$ cat config.mk
export PLATFORM = sky130hd
export DESIGN_NAME = avl_burst_responder
export DESIGN_NICKNAME = d
export VERILOG_FILES = /design/src/rtl/avl_burst_pkg.sv /design/src/rtl/avl_rd_pipe.sv /design/src/rtl/avl_burst_responder.sv
export SDC_FILE = /design/constraint.sdc
export NUM_CORES = 1
export LEC_CHECK = 0
export CORE_AREA = 2 2 145 76
export CTS_CLUSTER_DIAMETER = 120
export CTS_CLUSTER_SIZE = 28
export DETAILED_ROUTE_END_ITERATION = 10
export DIE_AREA = 0 0 147 78
export PLACE_DENSITY = 0.82
export SLEW_MARGIN = 10
export SYNTH_ARGS = -nofsm -noshare
export SYNTH_HDL_FRONTEND = slang
export SYNTH_HIERARCHICAL = 1
export SYNTH_SLANG_ARGS = --single-unit
$ cat constraint.sdc
create_clock -name iCLK -period 7.6 [get_ports iCLK]
set_clock_uncertainty 0.15 [all_clocks]
set_input_delay 1.14 -clock iCLK [delete_from_list [all_inputs] [get_ports iCLK]]
set_output_delay 1.14 -clock iCLK [all_outputs]
set_load 0.05 [all_outputs]
$ cat src/rtl/avl_burst_pkg.sv
// Shared widths and FSM encodings for the Avalon-MM burst responder.
package avl_burst_pkg;

    localparam int BURST_W = 5;
    localparam int DATA_W  = 32;

    localparam logic [1:0] ST_IDLE     = 2'd0;
    localparam logic [1:0] ST_WR_BURST = 2'd1;
    localparam logic [1:0] ST_RD_ISSUE = 2'd2;

endpackage

$ cat src/rtl/avl_rd_pipe.sv
// Read-return pipe: delays the RAM read enable by the RAM latency and registers
// the returning word together with its valid qualifier.
module avl_rd_pipe
    import avl_burst_pkg::*;
#(
    parameter int RD_LATENCY = 1
) (
    input  logic              clk,
    input  logic              rst_n,
    input  logic              re_i,
    input  logic [DATA_W-1:0] rdata_i,
    output logic              valid_o,
    output logic [DATA_W-1:0] data_o
);

    logic [RD_LATENCY-1:0] vld_sr_q, vld_sr_d;
    logic                  rd_vld_q, rd_vld_d;
    logic [DATA_W-1:0]     rd_data_q, rd_data_d;

    // Tail of the shift register marks the cycle the RAM word is on rdata_i.
    always_comb begin
        vld_sr_d  = RD_LATENCY'({vld_sr_q, re_i});
        rd_vld_d  = vld_sr_q[RD_LATENCY-1];
        rd_data_d = vld_sr_q[RD_LATENCY-1] ? rdata_i : rd_data_q;
    end

    always_ff @(posedge clk or negedge rst_n) begin
        if (!rst_n) begin
            vld_sr_q  <= '0;
            rd_vld_q  <= 1'b0;
            rd_data_q <= '0;
        end else begin
            vld_sr_q  <= vld_sr_d;
            rd_vld_q  <= rd_vld_d;
            rd_data_q <= rd_data_d;
        end
    end

    assign valid_o = rd_vld_q;
    assign data_o  = rd_data_q;

endmodule

$ cat src/rtl/avl_burst_responder.sv
// Avalon-MM bursting slave: splits write/read bursts into per-word accesses on a
// synchronous single-port RAM and returns read data in order.
module avl_burst_responder
    import avl_burst_pkg::*;
#(
    parameter int ADDR_WIDTH = 10,
    parameter int RD_LATENCY = 1,
    parameter int MAX_BURST  = 16
) (
    input  logic                  iCLK,
    input  logic                  iRESETn,
    input  logic [31:0]           iADDRESS,
    input  logic                  iWRITE,
    input  logic                  iREAD,
    input  logic [DATA_W-1:0]     iWRITE_DATA,
    input  logic [BURST_W-1:0]    iBURST_COUNT,
    output logic [DATA_W-1:0]     oREAD_DATA,
    output logic                  oREAD_DATA_VALID,
    output logic                  oWAIT_REQUEST,
    output logic [ADDR_WIDTH-1:0] oMEM_ADDR,
    output logic                  oMEM_WE,
    output logic [DATA_W-1:0]     oMEM_WDATA,
    output logic                  oMEM_RE,
    input  logic [DATA_W-1:0]     iMEM_RDATA,
    output logic                  oPROTO_ERR
);

    logic [1:0]            rst_sync_q, rst_sync_d;
    logic                  rst_int_n;
    logic [1:0]            state_q, state_d;
    logic [BURST_W-1:0]    remaining_q, remaining_d;
    logic [ADDR_WIDTH-1:0] addr_q, addr_d;
    logic [ADDR_WIDTH-1:0] mem_addr_q, mem_addr_d;
    logic [DATA_W-1:0]     mem_wdata_q, mem_wdata_d;
    logic                  mem_we_q, mem_we_d;
    logic                  mem_re_q, mem_re_d;
    logic                  err_q, err_d;
    logic [BURST_W-1:0]    cnt_norm;
    logic                  cnt_over;
    logic                  rd_last;
    logic                  start_rd;
    logic [ADDR_WIDTH-1:0] cmd_addr;
    logic                  unused_addr_bits;

    assign cmd_addr         = iADDRESS[ADDR_WIDTH-1:0];
    assign unused_addr_bits = ^iADDRESS[31:ADDR_WIDTH];

    // Reset asserts asynchronously but releases two clocks later, in step with iCLK.
    assign rst_sync_d = {rst_sync_q[0], 1'b1};
    always_ff @(posedge iCLK or negedge iRESETn) begin
        if (!iRESETn) rst_sync_q <= '0;
        else          rst_sync_q <= rst_sync_d;
    end
    assign rst_int_n = rst_sync_q[1];

    always_comb begin
        cnt_over = 1'b0;
        cnt_norm = iBURST_COUNT;
        if (iBURST_COUNT == '0) begin
            cnt_norm = BURST_W'(1);
        end else if (int'(iBURST_COUNT) > MAX_BURST) begin
            cnt_norm = BURST_W'(MAX_BURST);
            cnt_over = 1'b1;
        end
    end

    // The final issue cycle drops waitrequest for a read so bursts chain with no bubble.
    assign rd_last       = (state_q == ST_RD_ISSUE) && (remaining_q == BURST_W'(1));
    assign start_rd      = iREAD && !iWRITE && ((state_q == ST_IDLE) || rd_last);
    assign oWAIT_REQUEST = !rst_int_n || ((state_q == ST_RD_ISSUE) && !(rd_last && !iWRITE));

    always_comb begin
        state_d     = state_q;
        remaining_d = remaining_q;
        addr_d      = addr_q;
        mem_addr_d  = mem_addr_q;
        mem_wdata_d = mem_wdata_q;
        mem_we_d    = 1'b0;
        mem_re_d    = 1'b0;
        err_d       = err_q;
        case (state_q)
            ST_IDLE: begin
                if (iWRITE) begin
                    mem_we_d    = 1'b1;
                    mem_addr_d  = cmd_addr;
                    mem_wdata_d = iWRITE_DATA;
                    addr_d      = cmd_addr + 1'b1;
                    remaining_d = cnt_norm - 1'b1;
                    if (cnt_norm != BURST_W'(1)) state_d = ST_WR_BURST;
                    if (iREAD || cnt_over) err_d = 1'b1;
                end
            end
            ST_WR_BURST: begin
                if (iREAD) err_d = 1'b1;
                if (iWRITE) begin
                    mem_we_d    = 1'b1;
                    mem_addr_d  = addr_q;
                    mem_wdata_d = iWRITE_DATA;
                    addr_d      = addr_q + 1'b1;
                    remaining_d = remaining_q - 1'b1;
                    if (remaining_q == BURST_W'(1)) state_d = ST_IDLE;
                end
            end
            ST_RD_ISSUE: begin
                mem_re_d    = 1'b1;
                mem_addr_d  = addr_q;
                addr_d      = addr_q + 1'b1;
                remaining_d = remaining_q - 1'b1;
                if (rd_last) state_d = ST_IDLE;
            end
            default: state_d = ST_IDLE;
        endcase
        if (start_rd) begin
            addr_d      = cmd_addr;
            remaining_d = cnt_norm;
            state_d     = ST_RD_ISSUE;
            if (cnt_over) err_d = 1'b1;
        end
    end

    always_ff @(posedge iCLK or negedge rst_int_n) begin
        if (!rst_int_n) begin
            state_q     <= ST_IDLE;
            remaining_q <= '0;
            addr_q      <= '0;
            mem_addr_q  <= '0;
            mem_wdata_q <= '0;
            mem_we_q    <= 1'b0;
            mem_re_q    <= 1'b0;
            err_q       <= 1'b0;
        end else begin
            state_q     <= state_d;
            remaining_q <= remaining_d;
            addr_q      <= addr_d;
            mem_addr_q  <= mem_addr_d;
            mem_wdata_q <= mem_wdata_d;
            mem_we_q    <= mem_we_d;
            mem_re_q    <= mem_re_d;
            err_q       <= err_d;
        end
    end

    assign oMEM_ADDR  = mem_addr_q;
    assign oMEM_WDATA = mem_wdata_q;
    assign oMEM_WE    = mem_we_q;
    assign oMEM_RE    = mem_re_q;
    assign oPROTO_ERR = err_q;

    avl_rd_pipe #(
        .RD_LATENCY (RD_LATENCY)
    ) u_rd_pipe (
        .clk     (iCLK),
        .rst_n   (rst_int_n),
        .re_i    (mem_re_q),
        .rdata_i (iMEM_RDATA),
        .valid_o (oREAD_DATA_VALID),
        .data_o  (oREAD_DATA)
    );

endmodule

== After elaboration in Yosys (flattened, before gate mapping) ==
Index checks and enable logic that the tools add are counted.
Widths: inputs -> output; s select.
Word-level totals
  memories kept: 0
  register bits after elaboration: 98
  memory bits (read-only): 0
  memory bits (writable): 0
  bits of input ports: 105
  bits in latches: 0
  word-level logic and storage cells: 79
Cells by class
  equal/unequal tests: 11
  order comparisons: 1
  shift operators: 0
  muxes and demuxes: 31
  multiply operators: 0
  bitwise logic cells: 0
  reduce and logical (&&, ||, !) cells: 20
  div/mod/pow operators: 0
  add/sub/neg operators: 4
Operator list (count)
  $pmux 10 s3: 2
  $mux 10: 5
  $mux 5: 5
  $add 10x1->10 const B: 2
  $pmux 5 s3: 1
  $mux 2: 6
  $ne 3x3->1 const B: 4
  $mux 1: 10
  $sub 5x1->5 const B: 2
  $pmux 2 s3: 1
  $reduce_and 3->1: 2
  $eq 5x1->1 const B: 1
  $gt 5x5->1 const B: 1
  $logic_and 1x1->1: 5
  $logic_not 5->1: 1
  $ne 5x1->1 const B: 1
  $reduce_and 5->1: 1
  $ne 2x2->1 const B: 2
  $reduce_bool 4->1: 1
  $logic_not 1->1: 3
  $logic_or 1x1->1: 3
  $ne 3x2->1 const B: 1
  $reduce_bool 3->1: 1
  $eq 2x1->1 const B: 1
  other kinds (5): 5

== Longest topological paths before layout ==
Gate-level depths: netlist of run 1.
  depth after elaboration: 9
  mapped depth: 12

== By module ==
The synthesis of run 1 kept the hierarchy.
Modules (own cells, without submodules)
  avl_burst_responder: area each 3329.4 µm², times used 1, cells each 329, seq. area each 1601.5 µm²
  avl_rd_pipe: area each 1395.1 µm², times used 1, cells each 70, seq. area each 850.8 µm²

== Worst setup path before layout of run 1 ==
Ideal clock, no wire load.
  path type: register to output
  start point: reg rst_sync_q[1]
  end point: out oWAIT_REQUEST
  required time: 6310 ps
  data arrival time: 3423 ps
  setup slack: 2887 ps
  stages on the path, launching flop included: 2
  path through: dfrtp_1 -> nand2_1
Between the ends
  cells in the longest elaborated chain, start to end: 2
RTL lines
  from (decl): RTL line avl_burst_responder.sv:28  | logic [1:0] rst_sync_q, rst_sync_d;
  from (signal assigned): RTL line avl_burst_responder.sv:52  | else rst_sync_q <= rst_sync_d;
  $logic_not 1->1 (no line)
  $logic_or 1x1->1: RTL line avl_burst_responder.sv:70  | assign oWAIT_REQUEST = !rst_int_n || ((state_q == ST_RD_ISSUE) && !(rd_last && !iWRITE));
  to (decl): RTL line avl_burst_responder.sv:19  | output logic oWAIT_REQUEST,
Every way passes these cells.

== Final worst setup path of run 1 ==
  start point: in iWRITE
  end point: out oWAIT_REQUEST
Between the ends
  cells in the longest elaborated chain, start to end: 5
RTL lines
  from (decl): RTL line avl_burst_responder.sv:13  | input logic iWRITE,
  $logic_not 1->1: RTL line avl_burst_responder.sv:70
  $logic_and 1x1->1: RTL line avl_burst_responder.sv:70
  $logic_not 1->1: RTL line avl_burst_responder.sv:70
  $logic_and 1x1->1: RTL line avl_burst_responder.sv:70
  $logic_or 1x1->1: RTL line avl_burst_responder.sv:70
Every way passes these cells.

==> results of run 1 <==
power by group through the flow:
stage          clock network, mW  registers, mW  logic, mW
6_report                   0.462          0.975       2.12
3_5_place_dp                   0          0.983       2.12
4_1_cts                    0.476          0.977       2.13
2_1_floorplan                  0           1.68      0.804
3_3_place_gp                   0          0.964       2.09
5_1_grt                    0.494           1.02       2.24
critical path: cells and delay by family:
family | cells | cell delay (ns)
simple gates | 1 | 0.08
buf+inv | 2 | 1.47
compound gates | 1 | 0.14
stage by stage:
stage          total power [mW]  instance area (um^2)  util, %  std cells
2_1_floorplan              2.48                  4720        -        399
3_3_place_gp               3.05                  6400     63.4        683
3_5_place_dp               3.10                  6400     63.4        683
4_1_cts                    3.58                  6700     66.5        699
5_1_grt                    3.75                  6700     66.5        699
6_report                   3.55                  6700     66.5        699
cell type report:
class / count / area share [%]
Sequential cell: 98 / 36.7
Multi-Input combinational cell: 268 / 31.0
Timing Repair Buffer: 165 / 24.5
Clock buffer: 10 / 3.42
Tap cell: 140 / 2.61
Clock inverter: 6 / 1.10
Inverter: 12 / 0.672
cell usage in the layout (no fill, tap or decap), types with 2 or more instances in the layout:
cell type | netlist | routed
nand2b_1 | 6 | 6
or3_1 | 3 | 3
xnor2_1 | 2 | 2
dfrtp_1 | 98 | 96
nand3_1 | 7 | 7
a211oi_1 | 6 | 6
a22oi_1 | 2 | 2
nor3_1 | 4 | 4
clkinv_4 | 0 | 3
nand4_1 | 6 | 6
o21ai_0 | 23 | 23
buf_4 | 0 | 4
mux2i_1 | 3 | 3
nand4b_1 | 2 | 2
a21oi_1 | 22 | 22
mux2_2 | 38 | 38
inv_6 | 0 | 2
and2_1 | 3 | 3
a31oi_1 | 12 | 12
clkdlybuf4s50_1 | 0 | 161
ha_1 | 9 | 9
inv_1 | 12 | 12
o211ai_1 | 2 | 2
nor2_1 | 25 | 25
nand3b_1 | 4 | 4
mux2_4 | 30 | 30
clkbuf_16 | 0 | 9
nand2_1 | 34 | 34
a211o_1 | 3 | 3
cells by family after synthesis:
group / after synthesis
and+or+nand+nor: 100
DFF: 98
AOI/OAI and AO/OA: 84
muxes: 71
buffers and inverters: 33
adders and majority gates: 9
xor gates and xnor gates: 3
other: 1
worst min path at each step:
stage,from,endpoint,slack [ns],depth (start not counted)
4_1_cts,rst_sync_q[1],remaining_q[3],0.13,0
2_1_floorplan,rst_sync_q[0],rst_sync_q[1],0.18,0
3_5_place_dp,rst_sync_q[1],oPROTO_ERR,0.13,0
5_1_grt,rst_sync_q[1],oPROTO_ERR,0.15,0
3_3_place_gp,rst_sync_q[1],oPROTO_ERR,0.13,0
6_report,rst_sync_q[1],oPROTO_ERR,0.12,0
state kept, by name, summed over array words and instances, names as in the netlist:
| name | count |
|---|---|
| rst_sync_q | 2 |
| oMEM_WE | 1 |
| remaining_q | 5 |
| oMEM_WDATA | 32 |
| state_q | 2 |
| oMEM_RE | 1 |
| oPROTO_ERR | 1 |
| u_rd_pipe/rd_vld_d | 1 |
| oMEM_ADDR | 10 |
| addr_q | 10 |
| u_rd_pipe/data_o | 32 |
| u_rd_pipe/valid_o | 1 |
metal layers:
| layer | track usage [%] | part of all wire (%) |
|---|---|---|
| met5 | 0 | 0 |
| met1 | 24.0 | 40 |
| met2 | 36.9 | 53 |
| met4 | 6.83 | 1.9 |
| met3 | 4.59 | 4.9 |
==> metrics.md, run 1 <==
| Metric | Value |
|---|---|
| Fraction of layout cells with a size suffix above 1 | 17.4% |
| Vias in the first global route | 3684 |
| CP startpoint kind | input pin |
| Peak supply drop | 0.219 mV |
| Internal Power | 1.88 mW |
| Sink Count | 98 |
| Psw | 1.67 mW |
| Final wirelength | 11300 um |
| R2R cell count | 11 |
| Starting Density | 46.8% |
| Synth area leaders | dfrtp_1, mux2_4, mux2_2 |
| Adder-Cell Fraction of Synth Area | 2.38% |
| Cells along the critical path | clkdlybuf4s50_1, o21ai_0, nand2_1, clkdlybuf4s50_1 |
| Setup Fix Bufs, Post-CTS | 0 |
| H-Tree Depth | 3 |
| Setup crit end kind | primary output |
| Synth cell count leaders | dfrtp_1, mux2_2, nand2_1 |
| Status | finished, final reports clean |
| FF+latch count, synth | 98 |
| Worst Setup Path Type | in -> out |
| Post-synthesis net count | 513 |
| Proportion of synthesized area in mux cells | 19.2% |
| Post-synth EDFFs | 0 |
| FF/Latch Area | 2460 um^2 |
| Flop pwr share | 27.4% |
| Max-slew headroom | 32.1% |
| Max Slew Vio Count | 0 |
| Worst R2R Start | state_q[0] |
| Worst-path clk slew | 0.06 ns |
| Share of Yosys cell area claimed by the top area cell type | 51.9% |
| Simple-gate share of the synthesized area | 10.5% |
| Clk buf depth | 2 |
| Maximum number of pins on one net before global-route repair | 68 |
| IO Count | 184 |
| Drt drc | 0 |
| Vias per cell | 5.23 |
| Syn Std Cell Area | 4720 um^2 |
| Final setup TNS | 0 ns |
| Drt wl/cell | 16.1 um |
| Global-route wire length before repair | 18500 um |
| XOR/XNOR share of the synthesized area | 0.556% |
| FF-to-FF setup slack | 4.62 ns |
| WP data required | 6.31 ns |
| Routability cong. | 0.826 |
| Worst path arrival time | 2.83 ns |
| Syn-to-layout area delta | 41.8% |
| Slowest CP cell | clkdlybuf4s50_1 |
| DR pass1 iterations | 4 |
| Main combinational cell family by area after synthesis | multiplexers |
| Clock power frac | 13.0% |
| Worst Slack Setup Final | 3.48 ns |
| Sequential area share after synthesis | 51.9% |
| Worst Hold Class | reg -> async |
| Fillers | 757 |
| Warnings, synthesis | 6 |
| Clock Latency Late Sink | 0.34 ns |
| RSZ-0062 raised after global routing | false |
| Worst slew pin tran | 1.01 ns |
| PwrDens | 530 nW/um^2 |
| Top cell type by total area after synthesis | dfrtp_1 |
| Post-Synthesis Cells | 399 |
| Final count of hold timing violations | 0 |
| Root Buffer | clkbuf_16 |
| Ant diodes | 0 |
| Dominant synthesized flop cell | dfrtp_1 |
| Logic gate share of total power | 59.6% |
| CTS tree | built |
| Compound-cell area share of the yosys netlist | 11.1% |
| Die area | 11500 um^2 |
| Critical Path Sink | oWAIT_REQUEST |
| Initial antenna violation count | 0 |
| DRT iter0 DRCs | 203 |
| Final HPWL DP | 8050 um |
| Mean post-synth cell area | 11.8 um^2 |
| TritonCTS buffer count | 9 |
| Max-Cap Viols | 0 |
| # rows | 26 |
| Multi-input logic area | 2080 um^2 |
| Count leader, synth | dfrtp_1 |
| Fin Hold WS | 0.116 ns |
| Final critical-path share of the clock period | 54.2% |
| Fmax | 0.243 GHz |
| Final net count | 668 |
| Slowest stage delay, CP | 0.83 ns |
| Number of port buffers | 161 |
| Grt ovf | 0 |
| Netlist cell types | 51 |
| Tmin final | 4.12 ns |
| Pleak | 2.79 nW |
| Routed vias | 3657 |
| Count of final setup violators | 0 |
| Switching Fraction | 47.0% |
| Die X | 147 um |
| Resize count post-CTS | 0 |
| Core area | 10100 um^2 |
| All-layer global routing usage | 20.3% |
| Final ANT Viol Nets | 0 |
| Max FO, Critical Path | 8 |
| Pre-CTS setup slack | 3.50 ns |
| CP most frequent cell | clkdlybuf4s50_1 |
| Async SR Flop Fraction | 100% |
| CP Launch Point | iWRITE |
| Cts hold-fix bufs | 0 |
| R2R Path End | addr_q[8] |
| Die H | 78 um |
Power figures use the tool's default switching activity.
==> inputs of run 2 (changes only) <==
--- a/config.mk
+++ b/config.mk
@@ -5,12 +5,12 @@
 export SDC_FILE = /design/constraint.sdc
 export NUM_CORES = 1
 export LEC_CHECK = 0
-export CORE_AREA = 2 2 145 76
+export CORE_AREA = 2 2 150 79
 export CTS_CLUSTER_DIAMETER = 120
 export CTS_CLUSTER_SIZE = 28
 export DETAILED_ROUTE_END_ITERATION = 10
-export DIE_AREA = 0 0 147 78
-export PLACE_DENSITY = 0.82
+export DIE_AREA = 0 0 152 81
+export PLACE_DENSITY = 0.76
 export SLEW_MARGIN = 10
 export SYNTH_ARGS = -nofsm -noshare
 export SYNTH_HDL_FRONTEND = slang
==> constraint.sdc (replaced) <==
create_clock -name iCLK -period 4 [get_ports iCLK]
set_clock_uncertainty 0.15 [all_clocks]
set_input_delay 0.6 -clock iCLK [delete_from_list [all_inputs] [get_ports iCLK]]
set_output_delay 0.6 -clock iCLK [all_outputs]
set_load 0.05 [all_outputs]
==> run 2 against run 1 <==
Net effect:
- core utilization down 6.7 points
- clock-buffer cell count down 1
- register-to-register slack worse by 3.5 ns
- sequential cell count unchanged
- worst hold slack better by 0.027 ns
- largest cell class unchanged
==> metrics.md, run 2 (same netlist as run 1, synthesis figures left out) <==
| Metric | Value |
|---|---|
| RSZ-0062 raised after global routing | false |
| Drt wl/cell | 16.0 um |
| Worst Hold Class | reg -> async |
| Resize count post-CTS | 0 |
| Grt ovf | 0 |
| Worst slew pin tran | 0.999 ns |
| Routability cong. | 0.781 |
| Final critical-path share of the clock period | 75.7% |
| Die H | 81 um |
| Syn-to-layout area delta | 42.2% |
| Final ANT Viol Nets | 0 |
| Commonest non-fill, non-tap cells in the layout | clkdlybuf4s50_1, dfrtp_1, mux2_2 |
| Peak supply drop | 0.443 mV |
| Core area | 11200 um^2 |
| CTS tree | built |
| Ant diodes | 0 |
| Die area | 12300 um^2 |
| Max Slew Vio Count | 0 |
| Final setup TNS | 0 ns |
| Maximum number of pins on one net before global-route repair | 60 |
| Pre-CTS setup slack | 0.974 ns |
| Tmin final | 3.03 ns |
| Worst path arrival time | 2.28 ns |
| Post-layout util | 59.7% |
| Commonest non-fill, non-tap cell in the layout | clkdlybuf4s50_1 |
| All-layer global routing usage | 18.9% |
| Clk buf depth | 2 |
| Status | finished, final reports clean |
| DR pass1 iterations | 5 |
| Initial antenna violation count | 0 |
| Non-Filler Instances | 709 |
| FF-to-FF setup slack | 1.16 ns |
| Dpl cells | 693 |
| Worst Slack Setup Final | 0.974 ns |
| Number of port buffers | 161 |
| Starting Density | 42.0% |
| Fraction of layout cells with a size suffix above 1 | 17.5% |
| Routed vias | 3618 |
| Root Buffer | clkbuf_16 |
| R2R cell count | 10 |
| Final net count | 668 |
| Drt drc | 0 |
| Max-Cap Viols | 0 |
| WP data required | 3.25 ns |
| Final HPWL DP | 8190 um |
| Final count of hold timing violations | 0 |
| Pleak | 2.79 nW |
| IO Count | 184 |
| Setup crit end kind | primary output |
| PwrDens | 1010 nW/um^2 |
| Worst Setup Path Type | in -> out |
| CP startpoint kind | input pin |
| Clock Latency Late Sink | 0.33 ns |
| Count of final setup violators | 0 |
| Max FO, Critical Path | 8 |
| TritonCTS buffer count | 9 |
| Die X | 152 um |
| Vias in the first global route | 3682 |
| H-Tree Depth | 3 |
| Vias per cell | 5.10 |
| Cts hold-fix bufs | 0 |
| DRT iter0 DRCs | 183 |
| Global-route wire length before repair | 18700 um |
| Sink Count | 98 |
| # rows | 28 |
| Max-slew headroom | 33.1% |
| Worst-path clk slew | 0.07 ns |
| Setup Fix Bufs, Post-CTS | 0 |
| Fmax | 0.330 GHz |
| Final wirelength | 11400 um |
run 2: per-layer routing:
layer	routed length, um	GRT usage, %	up-vias
li1	-	-	1724
met1	5620	26.5	1744
met2	4940	29.4	142
met3	736	5.71	8
met4	71	4.02	0
met5	0	0	-
run 2: path summary, 6_finish.rpt:
kind	endpoint	start
setup / recovery	oWAIT_REQUEST	iWRITE
hold / removal	u_rd_pipe/data_o[28]	rst_sync_q[1]
setup reg to reg	addr_q[8]	state_q[0]
hold reg to reg	u_rd_pipe/data_o[28]	rst_sync_q[1]
max in group asynchronous	u_rd_pipe/rd_vld_d	rst_sync_q[1]
min in group iCLK	rst_sync_q[1]	rst_sync_q[0]
run 2: final cells by class:
cell class | count | area, um^2
sequential | 98 | 2460
tap | 150 | 188
inverter | 12 | 45.0
clock buffer | 9 | 225
clock inverter | 7 | 82.6
timing repair buffer | 165 | 1640
fill | 908 | 4530
multi-input combinational | 268 | 2080
run 2: critical path, stage by stage:
cell and delay, ns:
clkdlybuf4s50_1 0.64, o21ai_0 0.14, nand2_1 0.08, clkdlybuf4s50_1 0.82
run 2: report_power, final:
group | total (mW) | switching, mW | internal, mW
clock network | 0.886 | 0.390 | 0.496
logic | 4.03 | 2.43 | 1.60
registers | 1.85 | 0.365 | 1.49
run 2: metrics by stage:
stage               power [mW]  instance area [um^2]  hold slack (ns)
floorplan                 4.71                  4730            0.154
global placement          5.80                  6410            0.160
detailed placement        5.90                  6410            0.164
CTS                       6.81                  6720            0.172
global route              7.16                  6720            0.186
finish                    6.77                  6720            0.142
